==> config.mk <==
export PLATFORM = sky130hd
export DESIGN_NAME = in_channel
export DESIGN_NICKNAME = d
export VERILOG_FILES = /design/src/rtl/in_channel.sv
export SDC_FILE = /design/constraint.sdc
export NUM_CORES = 1
export LEC_CHECK = 0
export CORE_MARGIN = 4
export CORE_UTILIZATION = 40
export CTS_BUF_LIST = sky130_fd_sc_hd__clkbuf_8
export DETAILED_ROUTE_END_ITERATION = 10
export PLACE_DENSITY_LB_ADDON = 0.3
export SYNTH_ARGS = -nofsm -noshare
export SYNTH_HDL_FRONTEND = slang
export SYNTH_SLANG_ARGS = --single-unit
==> constraint.sdc <==
create_clock -name clock -period 2.4 [get_ports clock]
set_input_delay 0.48 -clock clock [delete_from_list [all_inputs] [get_ports clock]]
set_output_delay 0.48 -clock clock [all_outputs]
set_load 0.02 [all_outputs]
==> src/rtl/in_channel.sv <==
// Input-channel FIFO feeding the test-program executor.
// Producer pushes via valid/ready; executor pops via readEnable.
module in_channel #(
  parameter int MemoryElementWidth = 12,
  parameter int NIn                = 3
) (
  input  logic                          clock,
  input  logic                          reset,
  input  logic                          clear,
  input  logic                          loadValid,
  input  logic [MemoryElementWidth-1:0] loadData,
  output logic                          loadReady,
  input  logic                          readEnable,
  output logic [MemoryElementWidth-1:0] readData,
  output logic                          readValid,
  output logic [MemoryElementWidth-1:0] size,
  output logic                          empty,
  output logic                          full,
  output logic                          underflow
);

  localparam int PW = (NIn > 1) ? $clog2(NIn) : 1;
  localparam int CW = $clog2(NIn + 1);
  localparam int W  = MemoryElementWidth;

  localparam logic [PW-1:0] PtrLast = PW'(NIn - 1);
  localparam logic [CW-1:0] CntFull = CW'(NIn);

  logic [W-1:0]  mem_q [NIn];
  logic [PW-1:0] rd_ptr_q, rd_ptr_d;
  logic [PW-1:0] wr_ptr_q, wr_ptr_d;
  logic [CW-1:0] count_q, count_d;
  logic [W-1:0]  rdata_q, rdata_d;
  logic          rvalid_q, rvalid_d;
  logic          uflow_q, uflow_d;
  logic          push, pop;

  // Status decoded purely from the registered count.
  always_comb begin
    empty     = (count_q == '0);
    full      = (count_q == CntFull);
    loadReady = !full;
    size      = W'(count_q);
    readData  = rdata_q;
    readValid = rvalid_q;
    underflow = uflow_q;
  end

  // Handshake decode, pointer wrap and next-state computation.
  always_comb begin
    push     = loadValid && !full && !clear;
    pop      = readEnable && !empty && !clear;
    rd_ptr_d = rd_ptr_q;
    wr_ptr_d = wr_ptr_q;
    count_d  = count_q;
    rdata_d  = rdata_q;
    rvalid_d = 1'b0;
    uflow_d  = uflow_q;
    if (clear) begin
      rd_ptr_d = '0;
      wr_ptr_d = '0;
      count_d  = '0;
      rdata_d  = '0;
      uflow_d  = 1'b0;
    end else begin
      if (push) begin
        wr_ptr_d = (wr_ptr_q == PtrLast) ? '0 : wr_ptr_q + PW'(1);
      end
      if (pop) begin
        rdata_d  = mem_q[rd_ptr_q];
        rvalid_d = 1'b1;
        rd_ptr_d = (rd_ptr_q == PtrLast) ? '0 : rd_ptr_q + PW'(1);
      end
      if (readEnable && empty) begin
        uflow_d = 1'b1;
      end
      unique case (1'b1)
        push && !pop: count_d = count_q + CW'(1);
        pop && !push: count_d = count_q - CW'(1);
        default:      count_d = count_q;
      endcase
    end
  end

  // Control and output registers.
  always_ff @(posedge clock or negedge reset) begin
    if (!reset) begin
      rd_ptr_q <= '0;
      wr_ptr_q <= '0;
      count_q  <= '0;
      rdata_q  <= '0;
      rvalid_q <= 1'b0;
      uflow_q  <= 1'b0;
    end else begin
      rd_ptr_q <= rd_ptr_d;
      wr_ptr_q <= wr_ptr_d;
      count_q  <= count_d;
      rdata_q  <= rdata_d;
      rvalid_q <= rvalid_d;
      uflow_q  <= uflow_d;
    end
  end

  // Word storage; contents are never reset, only overwritten.
  always_ff @(posedge clock) begin
    if (push) begin
      mem_q[wr_ptr_q] <= loadData;
    end
  end

endmodule

After elaboration in Yosys (flattened, before gate mapping)

Memory sizes are Yosys's and may differ from the RTL's.
Cells that the tools add are included.

Reduce and logical (&&, ||, !) cells: 17
Equal/unequal tests: 3
Add/sub/neg operators: 4
Multiplexer cells: 16

Operators with widths:

| kind                                             | number |
|---|---|
| 2-to-1 mux 12 bit                                | 2 |
| 2-to-1 mux 2 bit                                 | 7 |
| logical AND 1 bit                                | 7 |
| adder 2 x 1 -> 2 bit, second input constant      | 3 |
| == test 2 bit, second input constant             | 3 |
| 2-to-1 mux 1 bit                                 | 6 |
| nonzero test 2 bit                               | 3 |
| zero test 1 bit                                  | 5 |
| case mux 2 bit (2 select lines)                  | 1 |
| nonzero test 3 bit                               | 1 |
| zero test 2 bit                                  | 1 |
| subtractor 2 x 1 -> 2 bit, second input constant | 1 |

Memories: 1
Register bits: 20
Bits in writable memories: 36
Word-level logic and storage cells: 47
Output and inout port bits: 29
Bits of input ports: 17

Memories:

| memory | depth | width | rd ports | clocked after memory_dff | wr ports | line | RTL |
|---|---|---|---|---|---|---|---|
| mem_q  | 3     | 12    | 1        | 0                        | 1        | 29   | `logic [W-1:0] mem_q [NIn];` |

Depth between registers and ports, before layout

Word-level depth: 8
Mapped depth: 5
Gate-level depth less buffers: 3

Worst setup path after synthesis

Ideal clock, no wire load.

Path type: register to register
From: register count_q[1]
To: memory mem_q[2][0] in the netlist's numbering (enable)
Setup time: 399 ps
Cell stages (with the launch flop): 5
Arrival: 1,992 ps
Path slack: 9 ps
Buffers on the path: 1
Clock period less this slack: 2,391 ps
Required time: 2,001 ps
Cell sequence: dfrtp_1 -> buf_2 -> a21boi_1 -> nand2b_1 -> nor3b_1

Cells in the longest elaborated chain, start to end: 6

RTL lines:

| item                                   | line | RTL |
|---|---|---|
| start, declared                        | 32   | `logic [CW-1:0] count_q, count_d;` |
| start signal, assigned                 | 97   | `count_q <= count_d;` |
| == test 2 bit                          | 41   | `full = (count_q == CntFull);` |
| zero test 1 bit                        | 51   | `push = loadValid && !full && !clear;` |
| logical AND 1 bit (2 in series)        | 51   |  |
| 2-to-1 mux 1 bit                       | 106  | `if (push) begin` |
| 2-to-1 mux 1 bit (implied by the code) | 107  | `mem_q[wr_ptr_q] <= loadData;` |
| end, declared                          | 29   |  |

No other way between the ends.

Worst setup path in the final report

From: register count_q[0]
To: output port empty

Cells in the longest elaborated chain, start to end: 1

RTL lines:

| item            | line | RTL |
|---|---|---|
| zero test 2 bit | 40   | `empty = (count_q == '0);` |
| end, declared   | 17   | `output logic empty,` |

No other way between the ends.

==> impl_metrics.ini <==
[logic_synthesis]
synth_seq_cells = 56
synth-seq-area-share = 0.689
synth_fa_ha_area_frac = 0
synthCells = 156
synthMuxAreaShare = 0.00872
synth_xor_area_frac = 0
syn_area_um2 = 2300
synth_top_cell_area_share = 0.471
synth_top_family_by_area = compound AO/OA/AOI/OAI gates
synth-compound-area-share = 0.128
synthSimpleGateAreaFrac = 0.115
syn_avg_cell_area_um2 = 14.7
synth-warning-count = 0
synth_area_leader_cell = edfxtp_1
synth_area_leaders = edfxtp_1, dfrtp_1, a32o_1
ys_types = 30

[setup_path]
endpoint_kind = output port
cp_data_arrival_time_ns = 1.59
crit_type = flip-flop to output port
start_kind = flip-flop
cp_data_required_time_ns = 1.92
cp_max_fo = 9

[sta]
tightestPinTransition_ns = 0.920
slew_viol_final = 0
setup_violations = 0
finalSetupTns_ns = 0
max_clock_freq_ghz = 0.484
holdWs_ns = 0.499
fin_crit_sh = 0.860
fin_crit_ns = 2.07
rsz0062_at_grt = no
slew_headroom = 0.386
final_hold_viol_count = 0
skew_ns = 0.00718

[global_routing]
use_met2 = 0.215
grt_max_degree = 28
grt_pass1_vias = 1437
grt_util_met3 = 0.0336
antenna_found_initial = 0
globalRouteTotalUtil = 0.133
grt_util_met1 = 0.168
overflow = 0
top_usage_layer = met2
grt_pass1_wl_um = 7200

[finish]
final_common_cell = edfxtp_1
final_cell_mix = edfxtp_1, clkdlybuf4s50_1, dfrtp_1, nand2b_1
diodes = 0
area.growth.synth_to_final_pct = 23.1
drive_gt1_frac = 0.126
nets = 215
utilization = 0.510

[clocking]
cts_tree = done
hold_buffers = 0
cts_resized = 0
cts.clk_slew.worst_paths_ns = 0.09
cts.root.buffer_cell = clkbuf_8
cts_made_buffers = 5
post_cts_buffers = 0
htreeDepth = 2
clock_latency_ns = 0.31
cts.path.max_buffers = 2
clock-sinks = 56

[floorplan]
core_region_area_um2 = 5540
initial_utilization = 0.414
placementRows = 27
die_height_um = 83.8
die_x_um = 83.8
boundaryPins = 46
dieArea_um2 = 7020

[power]
p_per_area_nw_per_um2 = 681
vdd_drop_max_mv = 0.399
total_power_mw = 1.92
cellLeakagePower_nw = 1.10

[route]
drt_iter0_drc = 74
viasPerCell = 5.06
dr.pass1.iters = 4
ant_nets = 0
num_vias = 1371
drt-total-wl_um = 4340
drc = 0
wl_per_cell_um = 16.0

[place]
place_congestion = 0.740
dpl.hpwl_um = 2940
portBuffers = 35

[status]
run_status = complete, no violations

[worst_hold_path]
hold_class = flip-flop to flip-flop

[run]
drv_cap = 0
## logic make-up (layout without fill, tap and decap cells)
kind of cell / count (synthesis) / count (layout)
AO/OA/AOI/OAI: 33 / 33
buffers and inverters: 19 / 53
flip-flops: 56 / 56
multiplexers: 2 / 2
other: 1 / 10
AND/OR/NAND/NOR: 45 / 45
## metrics by stage
step | setup WS [ns] | cells | instance area, um2
global route | 0.220 | 271 | 2830
finish | 0.335 | 271 | 2830
detailed placement | 0.0542 | 263 | 2720
CTS | 0.315 | 271 | 2830
global placement | 0.0909 | 263 | 2720
floorplan | 0.00882 | 165 | 2330
## routing by layer
layer / up-vias / routed length [um]
met5: - / 0
met4: 0 / 83
met3: 8 / 252
met2: 46 / 2100
met1: 678 / 1900
li1: 639 / -
## final timing paths
kind	endpoint	slack, ns	depth (start not counted)	from
worst max-delay path	empty	0.33	2	count_q[0]
worst min-delay path	readData[10]	0.50	1	readData[10]
worst max register to register	readData[5]	0.65	3	rd_ptr_q[0]
worst min register to register	readData[10]	0.50	1	readData[10]
max in group asynchronous	wr_ptr_q[0]	1.66	2	reset
min in group asynchronous	readData[4]	0.52	2	reset
## critical path: stages, from the launching register on
cell             delay [ns]
dfrtp_1                0.47
nor2_1                 0.18
clkdlybuf4s50_1        0.63
## final cells by class
| cell class | count | area, um2 |
|---|---|---|
| fill | 486 | 2720 |
| clock inverter | 3 | 37.5 |
| multi-input combinational | 90 | 626 |
| clock buffer | 5 | 68.8 |
| timing repair buffer | 44 | 418 |
| sequential | 56 | 1580 |
| inverter | 1 | 3.75 |
| tap | 72 | 90.1 |
## flip-flops by register name, indices dropped and copies added, names as in the netlist
register / count
count_q: 2
mem_q: 36
rd_ptr_q: 2
readData: 12
readValid: 1
underflow: 1
wr_ptr_q: 2
## power breakdown
group	total, mW	internal (mW)	leakage, nW	switching (mW)
combinational	0.233	0.116	0.438	0.118
clock	0.587	0.304	0.0607	0.283
sequential	1.10	1.07	0.599	0.0343
total	1.92	1.49	1.10	0.435
## Yosys cell counts (all sizes together)
cell type and count:
nor2b 13, clkbuf 4, or2 1, nor3b 1
dfrtp 20, nand3b 1, nor3 1, a211o 12
nand2b 14, buf 14, a311oi 1, a21oi 3
conb 1, a2bb2oi 1, edfxtp 36, o21ai 1
nand2 2, a22o 2, mux2i 2, inv 1
and2b 3, a21boi 1, nor2 9, a32o 12
Note: power is estimated with default switching activity, not from simulation.
